File: src/rtl/raizing_snd_mailbox.sv
// Main-CPU <-> sound-CPU mailbox: NCH command channels (latch or FIFO), NCH reply
// registers and the NMI/WAIT handshake, all in the 96 MHz sound domain.
module raizing_snd_mailbox #(
   parameter int NCH   = 2,
   parameter int DEPTH = 4,
   parameter int MODE  = 1,
   localparam int SW   = (NCH == 1) ? 1 : $clog2(NCH)
) (
   input  logic            CLK96,
   input  logic            RESET96,
   input  logic            M_WR,
   input  logic            M_RD,
   input  logic [SW-1:0]   M_SEL,
   input  logic [7:0]      M_DIN,
   output logic [7:0]      M_DOUT,
   output logic            M_WAIT,
   output logic [NCH-1:0]  M_FULL,
   output logic            SNDIRQ,
   input  logic            S_WR,
   input  logic            S_RD,
   input  logic [SW-1:0]   S_SEL,
   input  logic [7:0]      S_DIN,
   output logic [7:0]      S_DOUT,
   output logic [NCH-1:0]  S_AVAIL,
   output logic            NMI_N,
   input  logic            NMI_CLR,
   output logic [NCH-1:0]  OVF
);

   logic [NCH-1:0] w_m_sel, w_s_sel, w_m_wr, w_fresh_nxt;
   logic           w_m_ok, w_s_ok;
   logic [7:0]     w_reply_mux;

   logic [7:0]     r_reply [NCH];
   logic [NCH-1:0] r_fresh;
   logic [7:0]     r_m_dout, r_s_dout;
   logic           r_irq, r_pend;
   logic [NCH-1:0] r_avail, r_full, r_ovf;

   // Out-of-range selects match no channel, so mux defaults double as the 8'hFF read value
   always_comb begin
      w_m_sel     = '0;
      w_s_sel     = '0;
      w_fresh_nxt = '0;
      w_reply_mux = '1;
      for (int unsigned i = 0; i < NCH; i++) begin
         w_m_sel[i] = (M_SEL == SW'(i));
         w_s_sel[i] = (S_SEL == SW'(i));
         w_fresh_nxt[i] = (S_WR && w_s_sel[i]) || (r_fresh[i] && !(M_RD && w_m_sel[i]));
         if (w_m_sel[i]) w_reply_mux = r_reply[i];
      end
   end

   assign w_m_ok = |w_m_sel;
   assign w_s_ok = |w_s_sel;
   assign w_m_wr = w_m_sel & {NCH{M_WR}};

   always_ff @(posedge CLK96) begin
      if (RESET96) begin
         for (int unsigned i = 0; i < NCH; i++) r_reply[i] <= '0;
         r_fresh  <= '0;
         r_irq    <= 1'b0;
         r_m_dout <= '0;
         r_pend   <= 1'b0;
      end else begin
         for (int unsigned i = 0; i < NCH; i++)
            if (S_WR && w_s_sel[i]) r_reply[i] <= S_DIN;
         r_fresh <= w_fresh_nxt;
         r_irq   <= |w_fresh_nxt;
         if (M_RD) r_m_dout <= w_reply_mux;
         if (M_WR && w_m_ok) r_pend <= 1'b1;
         else if (NMI_CLR)   r_pend <= 1'b0;
      end
   end

   if (MODE == 1) begin : g_fifo
      localparam int AW = $clog2(DEPTH);
      localparam int CW = AW + 1;

      logic [7:0]     r_mem  [NCH][DEPTH];
      logic [AW-1:0]  r_wptr [NCH];
      logic [AW-1:0]  r_rptr [NCH];
      logic [CW-1:0]  r_cnt  [NCH];
      logic [CW-1:0]  w_cnt_nxt [NCH];
      logic [NCH-1:0] w_pop, w_acc;
      logic [7:0]     w_head;

      // A full FIFO still accepts a push when the same cycle pops it
      always_comb begin
         w_pop  = '0;
         w_acc  = '0;
         w_head = '1;
         for (int unsigned i = 0; i < NCH; i++) begin
            w_pop[i] = S_RD && w_s_sel[i] && (r_cnt[i] != '0);
            w_acc[i] = w_m_wr[i] && ((r_cnt[i] != CW'(DEPTH)) || w_pop[i]);
            w_cnt_nxt[i] = r_cnt[i] + CW'(w_acc[i]) - CW'(w_pop[i]);
            if (w_s_sel[i]) w_head = r_mem[i][r_rptr[i]];
         end
      end

      always_ff @(posedge CLK96) begin
         if (RESET96) begin
            for (int unsigned i = 0; i < NCH; i++) begin
               for (int unsigned j = 0; j < DEPTH; j++) r_mem[i][j] <= '0;
               r_wptr[i] <= '0;
               r_rptr[i] <= '0;
               r_cnt[i]  <= '0;
            end
            r_avail  <= '0;
            r_full   <= '0;
            r_ovf    <= '0;
            r_s_dout <= '0;
         end else begin
            for (int unsigned i = 0; i < NCH; i++) begin
               if (w_acc[i]) begin
                  r_mem[i][r_wptr[i]] <= M_DIN;
                  r_wptr[i] <= r_wptr[i] + AW'(1);
               end
               if (w_pop[i]) r_rptr[i] <= r_rptr[i] + AW'(1);
               r_cnt[i]   <= w_cnt_nxt[i];
               r_avail[i] <= (w_cnt_nxt[i] != '0);
               r_full[i]  <= (w_cnt_nxt[i] == CW'(DEPTH));
               if (w_m_wr[i] && !w_acc[i]) r_ovf[i] <= 1'b1;
            end
            if (S_RD && (!w_s_ok || (|w_pop))) r_s_dout <= w_head;
         end
      end
   end else begin : g_latch
      logic [7:0] r_cmd [NCH];
      logic [7:0] w_cmd_mux;

      always_comb begin
         w_cmd_mux = '1;
         for (int unsigned i = 0; i < NCH; i++)
            if (w_s_sel[i]) w_cmd_mux = r_cmd[i];
      end

      always_ff @(posedge CLK96) begin
         if (RESET96) begin
            for (int unsigned i = 0; i < NCH; i++) r_cmd[i] <= '0;
            r_avail  <= '0;
            r_s_dout <= '0;
         end else begin
            for (int unsigned i = 0; i < NCH; i++) begin
               if (w_m_wr[i]) begin
                  r_cmd[i]   <= M_DIN;
                  r_avail[i] <= 1'b1;
               end else if (S_RD && w_s_sel[i]) begin
                  r_avail[i] <= 1'b0;
               end
            end
            if (S_RD) r_s_dout <= w_cmd_mux;
         end
         r_full <= '0;
         r_ovf  <= '0;
      end
   end

   assign M_DOUT  = r_m_dout;
   assign M_WAIT  = r_pend;
   assign NMI_N   = ~r_pend;
   assign SNDIRQ  = r_irq;
   assign M_FULL  = r_full;
   assign OVF     = r_ovf;
   assign S_DOUT  = r_s_dout;
   assign S_AVAIL = r_avail;

endmodule

File: config.mk
export PLATFORM = sky130hd
export DESIGN_NAME = raizing_snd_mailbox
export DESIGN_NICKNAME = d
export VERILOG_FILES = /design/src/rtl/raizing_snd_mailbox.sv
export SDC_FILE = /design/constraint.sdc
export NUM_CORES = 1
export LEC_CHECK = 0
export BUFFER_PORTS_ARGS = -buffer_cell sky130_fd_sc_hd__buf_4
export CAP_MARGIN = 5
export CORE_MARGIN = 2
export CORE_UTILIZATION = 50
export CTS_BUF_LIST = sky130_fd_sc_hd__clkbuf_16
export DETAILED_ROUTE_END_ITERATION = 10
export PLACE_DENSITY = 0.69
export RECOVER_POWER = 25
export SLEW_MARGIN = 15
export SYNTH_ARGS = -nofsm -noshare
export SYNTH_HDL_FRONTEND = slang
export SYNTH_SLANG_ARGS = --single-unit
export TNS_END_PERCENT = 1
File: constraint.sdc
create_clock -name CLK96 -period 5.8 [get_ports CLK96]
set_input_delay 1.16 -clock CLK96 [delete_from_list [all_inputs] [get_ports CLK96]]
set_output_delay 1.16 -clock CLK96 [all_outputs]
set_load 0.01 [all_outputs]
==> summary.md, run 1 <==
| Metric | Value |
|---|---|
| Critical path type | `input pin to register` |
| Worst EP arrival | `3970 ps` |
| Count of input and output buffers | `49` |
| Die height | `109 um` |
| Post-synth ARST share | `0%` |
| F_max | `260 MHz` |
| # Post-CTS Setup Buffers | `0` |
| Synth Instances | `393` |
| Clock latency at the later pin of the worst-skew pair | `400 ps` |
| Post_cts resized | `0` |
| Met2 wire len | `5130 um` |
| Die Wd | `109 um` |
| Top sig layer | `met4` |
| Post-synth top area share | `47.9%` |
| Vias in the first global route | `roughly 3200` |
| Multi-input logic area | `0.00205 mm2` |
| EDFF count, synth | `88` |
| Initial antenna violation count | `0` |
| CP Cell Sequence | `clkbuf_1 -> or3b_4 -> a211oi_4 -> or2_2` |
| Routed length on met3 | `524 um` |
| DPL Wire Length | `7010 um` |
| Yosys warning total | `0` |
| GP Congestion | `0.792` |
| Final Hold Viols | `0` |
| Reg2Reg Depth | `8` |
| First-pass GRT wire length | `16300 um` |
| Hold-fix buffers at CTS | `0` |
| Clock sinks | `120` |
| Yosys top cell by area | `edfxtp_1` |
| Status | `finished with violations` |
| Largest cells by area after synthesis | `edfxtp_1, dfxtp_1, and2_1` |
| Fin nets | `480` |
| Yosys reg bits | `between 100 and 150` |
| Synth-to-Final Area Change | `15.7%` |
| Synthesized Nets | `431` |
| Largest net degree at the start of global routing | `56` |
| Clk slew on worst S/H paths | `50 ps` |
| Power density cells | `about 380 mW/mm2` |
| Met1 wire length | `roughly 4500 um` |
| Critical Path RT | `5920 ps` |
| Mean Syn Cell Area | `14.0 um2` |
| Routed wire length | `between 10000 and 15000 um` |
| Clk_skew | `roughly 6.3 ps` |
| Setup crit end kind | `register` |
| Comb power frac | `17.6%` |
| Share of layout cells above drive strength 1 | `17.8%` |
| Endpoints failing setup | `0` |
| Slew margin rel. | `-70.3%` |
| Slew @ Worst Pin | `2550 ps` |
| Grt total ovfl | `0` |
| R2R Path Start | `g_fifo.r_cnt[0][5]` |
| Hold Path Depth | `2` |
| Die area | `0.0119 mm2` |
| Max cap viols | `1` |
| Seq pwr share | `45.5%` |
| Startpoint Class | `input pin` |
| Initial DRC count | `about 230` |
| Dpl ws | `2310 ps` |
| Tot GR Track Use | `19.1%` |
| Worst Path Max Fanout | `between 50 and 60` |
| Register area share after synthesis | `between 50% and 60%` |
| Most frequent cells in the layout | `edfxtp_1, and2_1, dfxtp_1, inv_1, a211oi_1` |
| Post-detailed-route DRC marker count | `0` |
| Top delay family on crit path | `buffers and inverters` |
| Post-synthesis cell area | `~0.0055 mm2` |
| DRT Pass-1 Iters | `4` |
| Clock power share | `36.8%` |
| LEAKAGE | `2.45 nW` |
| HP Class | `register to register` |
| Cell-internal power | `between 0.0015 and 0.002 W` |
| Num CTS Buffers | `17` |
| Critical path buffers and inverters | `1` |
| Bufs on Longest Clock Path | `2` |
| DR WL/cell | `approximately 17 um` |
| VDD IR-drop max | `301 uV` |
| Final setup TNS | `0 ps` |
| Worst path depth | `4` |
| Unrepaired setup endpoints after global routing | `no` |
| Net Switching | `0.000648 W` |
| Count of cell types in the netlist | `36` |
| Worst setup margin | `just under 2000 ps` |
| Shortest period the worst path allows | `3850 ps` |
| Max Slew Vio Count | `56` |
| Final period utilization | `about 66%` |
| Critical path's slowest cell | `clkbuf_1` |
| # IOs | `50` |
| Switching share of power | `26.9%` |
| Failing checks | `max-capacitance violations, max-slew violations` |
| FILL cells | `871` |
| Core area | `0.0108 mm2` |
| Vias post-DR | `roughly 3200` |
| Placed Cells | `563` |
| CP Launch Point | `RESET96` |
| H-tree depth | `4` |
| Commonest non-fill, non-tap cell in the layout | `edfxtp_1` |
| Post-Layout Cell Count | `slightly below 600` |
| Core Rows | `38` |
| Root Driver | `clkbuf_16` |
| N_diodes | `0` |
| Via density | `5.30` |
| Slowest stage delay, CP | `1780 ps` |
| Starting Density | `51.2%` |
| CTS tree | `built` |
| HP Start | `M_DOUT[4]` |
| Sequential Area | `between 0.003 and 0.004 mm2` |
| Final ANT Viol Nets | `0` |
| Synth Flop Type | `edfxtp_1` |
==> layout make-up <==
type,instances,share of cell area (%)
flip-flops and latches,120,51.4
well taps,140,2.74
multi-input cells,229,32.1
inverters,25,1.47
clock inverters,14,0.881
clock buffers,18,7.05
repair buffers,49,4.35
==> worst min-delay path, stage by stage, from the launching register on <==
cell and delay [ps]:
dfxtp_1 300, nor2_1 80, a211oi_1 50
==> cells in the mapped netlist, drive strengths merged (6+ instances only) <==
| cell type | count |
|---|---|
| clkbuf | 9 |
| nand2b | 6 |
| a211oi | 33 |
| and2 | 72 |
| buf | 10 |
| edfxtp | 88 |
| nor2b | 6 |
| mux4 | 16 |
| a21oi | 6 |
| nor2 | 14 |
| dfxtp | 32 |
| nor3 | 6 |
| mux2i | 16 |
| or2 | 11 |
| inv | 25 |
| ha | 11 |
==> path summary, 6_finish.rpt <==
| check | end | slack, ps |
|---|---|---|
| worst max-delay path | g_fifo.r_mem[0][14] | 1950 |
| worst min-delay path | M_DOUT[4] | 480 |
| worst max register to register | S_AVAIL[1] | 3170 |
| worst min register to register | M_DOUT[4] | 480 |
==> per-layer routing <==
metal,global-route usage [%],vias up
met2,31.2,76
met5,0,-
met1,24.3,1533
met3,5.56,13
li1,-,1534
met4,6.78,0
==> logic make-up (layout without fill, tap and decap cells) <==
logic type	after synthesis	after routing	synth area share (%)
AO/OA/AOI/OAI	55	55	9.79
XOR/XNOR	4	4	1.13
adder cells (fa/ha/maj)	13	13	3.22
buffers and inverters	44	106	3.35
flip-flops	120	120	59.5
multiplexers	32	32	9.43
AND/OR/NAND/NOR	125	125	13.6
==> registers in the layout, summed over array words and instances (netlist names), 4 cells and up <==
register and flops:
g_fifo.r_mem 64, r_reply 16, M_DOUT 8, S_DOUT 8, g_fifo.r_cnt 6, g_fifo.r_rptr 4
g_fifo.r_wptr 4
==> stage by stage <==
stage | power, W | instance area (um2) | hold slack (ps) | util [%]
CTS | 0.00246 | 6480 | 490 | 60.0
floorplan | 0.00142 | 5520 | 475 | -
finish | 0.00241 | 6390 | 484 | 59.2
global placement | 0.00155 | 5970 | 473 | 55.3
detailed placement | 0.00157 | 5970 | 475 | 55.3
global route | 0.00253 | 6390 | 513 | 59.2
==> power groups by stage <==
| stage | Sequential, W | Clock, W | Combinational, W |
|---|---|---|---|
| after detailed placement | 0.00112 | 0 | 0.000455 |
| after global placement | 0.00111 | 0 | 0.000441 |
| after CTS | 0.00110 | 0.000902 | 0.000455 |
| after global routing | 0.00111 | 0.000945 | 0.000469 |
| final | 0.00110 | 0.000887 | 0.000424 |
| after floorplan | 0.00109 | 0 | 0.000328 |
Note: power is estimated with default switching activity, not from simulation.
==> inputs of run 2 (changes only) <==
==> constraint.sdc (replaced) <==
create_clock -name CLK96 -period 4 [get_ports CLK96]
set_input_delay 0.8 -clock CLK96 [delete_from_list [all_inputs] [get_ports CLK96]]
set_output_delay 0.8 -clock CLK96 [all_outputs]
set_load 0.01 [all_outputs]
==> summary.md, run 2 (synthesis gave the netlist of run 1 again) <==
| Metric | Value |
|---|---|
| R2R Path Start | `g_fifo.r_cnt[0][5]` |
| HP Class | `register to register` |
| Final core occ | `60.0%` |
| Critical path type | `input pin to register` |
| Die Wd | `approximately 110 um` |
| Starting Density | `51.2%` |
| FF-to-FF End | `S_AVAIL[1]` |
| VDD IR-drop max | `371 uV` |
| Most frequent cells in the layout | `edfxtp_1, and2_1, dfxtp_1` |
| HP Start | `M_DOUT[0]` |
| Shortest period the worst path allows | `around 3200 ps` |
| Reg2Reg Depth | `8` |
| # IOs | `50` |
| Via density | `~5.3` |
| Initial DRC count | `203` |
| Setup crit end kind | `register` |
| Vias in the first global route | `3213` |
| Vias post-DR | `3158` |
| CTS tree | `built` |
| Max cap viols | `0` |
| Core area | `0.0108 mm2` |
| FILL cells | `a little under 900` |
| Switching share of power | `26.5%` |
| Tot GR Track Use | `19.3%` |
| Clk_skew | `around 5.9 ps` |
| Post-Layout Cell Count | `594` |
| Grt total ovfl | `0` |
| Number of flip-flops under the largest register name | `64` |
| Largest Register | `g_fifo.r_mem` |
| Slew @ Worst Pin | `roughly 970 ps` |
| First-pass GRT wire length | `16400 um` |
| Clock latency at the later pin of the worst-skew pair | `410 ps` |
| Unrepaired setup endpoints after global routing | `no` |
| Synth-to-Final Area Change | `17.3%` |
| Die area | `between 0.01 and 0.015 mm2` |
| Seq pwr share | `a little over two fifths` |
| H-tree depth | `4` |
| Post_cts resized | `0` |
| Critical Path RT | `4270 ps` |
| Routed wire length | `10500 um` |
| DPL Wire Length | `slightly above 7000 um` |
| Cell-internal power | `0.00272 W` |
| Clock sinks | `120` |
| DR WL/cell | `around 18 um` |
| Worst Path Max Fanout | `14` |
| Worst EP arrival | `3460 ps` |
| Tot Pwr | `0.00370 W` |
| Final setup TNS | `0 ps` |
| Hold EP | `M_DOUT[0]` |
| Initial antenna violation count | `0` |
| Endpoints failing setup | `0` |
| Core Rows | `38` |
| Power density cells | `572 mW/mm2` |
| Share of layout cells above drive strength 1 | `20.3%` |
| Final period utilization | `79.7%` |
| Final Hold Viols | `0` |
| F_max | `314 MHz` |
| Root Driver | `clkbuf_16` |
| Final ANT Viol Nets | `0` |
| Die height | `about 110 um` |
| Largest net degree at the start of global routing | `56` |
| Fin nets | `480` |
| N_diodes | `0` |
| Post-detailed-route DRC marker count | `0` |
| Max Slew Vio Count | `0` |
| Hold Path Depth | `2` |
| Status | `completed` |
| Comb power frac | `approximately 17%` |
| # Post-CTS Setup Buffers | `0` |
| Commonest non-fill, non-tap cell in the layout | `edfxtp_1` |
| Bufs on Longest Clock Path | `2` |
| GP Congestion | `roughly 0.79` |
| Min Hold Slack | `484 ps` |
| Net Switching | `0.000980 W` |
| Clk slew on worst S/H paths | `~50 ps` |
| Hold-fix buffers at CTS | `0` |
| Reg-to-reg slack, setup | `between 1000 and 1500 ps` |
| Biggest regs | `g_fifo.r_mem: 64 flops, r_reply: 16 flops` |
| LEAKAGE | `2.46 nW` |
| Clock power share | `40.3%` |
| Num CTS Buffers | `17` |
| Placed Cells | `563` |
| Count of input and output buffers | `49` |
| Startpoint Class | `input pin` |
| Slew margin rel. | `between 30% and 40%` |
| DRT Pass-1 Iters | `4` |
[run 2: critical path, stage by stage]
cell,delay [ps]
clkbuf_1,700
nand2b_1,570
or3_1,230
nand2_1,60
ha_1,180
fa_1,360
xnor3_1,360
nand2b_1,110
o21ai_0,80
[run 2: layout make-up]
class | count | area (um2) | area share, %
flip-flops and latches | 120 | 3280 | 50.7
multi-input cells | 229 | 2050 | 31.7
clock buffers | 17 | 425 | 6.57
repair buffers | 49 | 285 | 4.41
well taps | 140 | 175 | 2.71
clock inverters | 14 | 159 | 2.45
inverters | 25 | 93.8 | 1.45
[run 2: power groups by stage]
stage / Combinational [W] / Clock (W) / Sequential (W)
2_1_floorplan: 0.000476 / 0 / 0.00158
3_3_place_gp: 0.000639 / 0 / 0.00161
3_5_place_dp: 0.000659 / 0 / 0.00162
4_1_cts: 0.000663 / 0.00150 / 0.00160
5_1_grt: 0.000689 / 0.00156 / 0.00161
6_report: 0.000621 / 0.00149 / 0.00159
[run 2: worst max path at each step]
stage	from	endpoint	slack (ps)	depth (start not counted)
2_1_floorplan	S_SEL	S_AVAIL[0]	1460	7
3_3_place_gp	S_SEL	S_AVAIL[0]	960	9
3_5_place_dp	S_SEL	S_AVAIL[0]	900	9
4_1_cts	S_SEL	S_AVAIL[0]	1340	9
5_1_grt	S_SEL	S_AVAIL[0]	660	9
6_report	S_SEL	S_AVAIL[0]	810	9
[run 2: metrics by stage]
| stage | setup slack, ps | area (um2) |
|---|---|---|
| floorplan | 1460 | 5520 |
| global placement | 960 | 5970 |
| detailed placement | 900 | 5970 |
| CTS | 1340 | 6560 |
| global route | 659 | 6470 |
| finish | 811 | 6470 |
[run 2: layer usage]
metal,GRT usage (%),share of wire [%]
met5,0,0
met4,7.14,1.0
met3,5.80,4.1
met2,32.3,50
met1,23.7,45
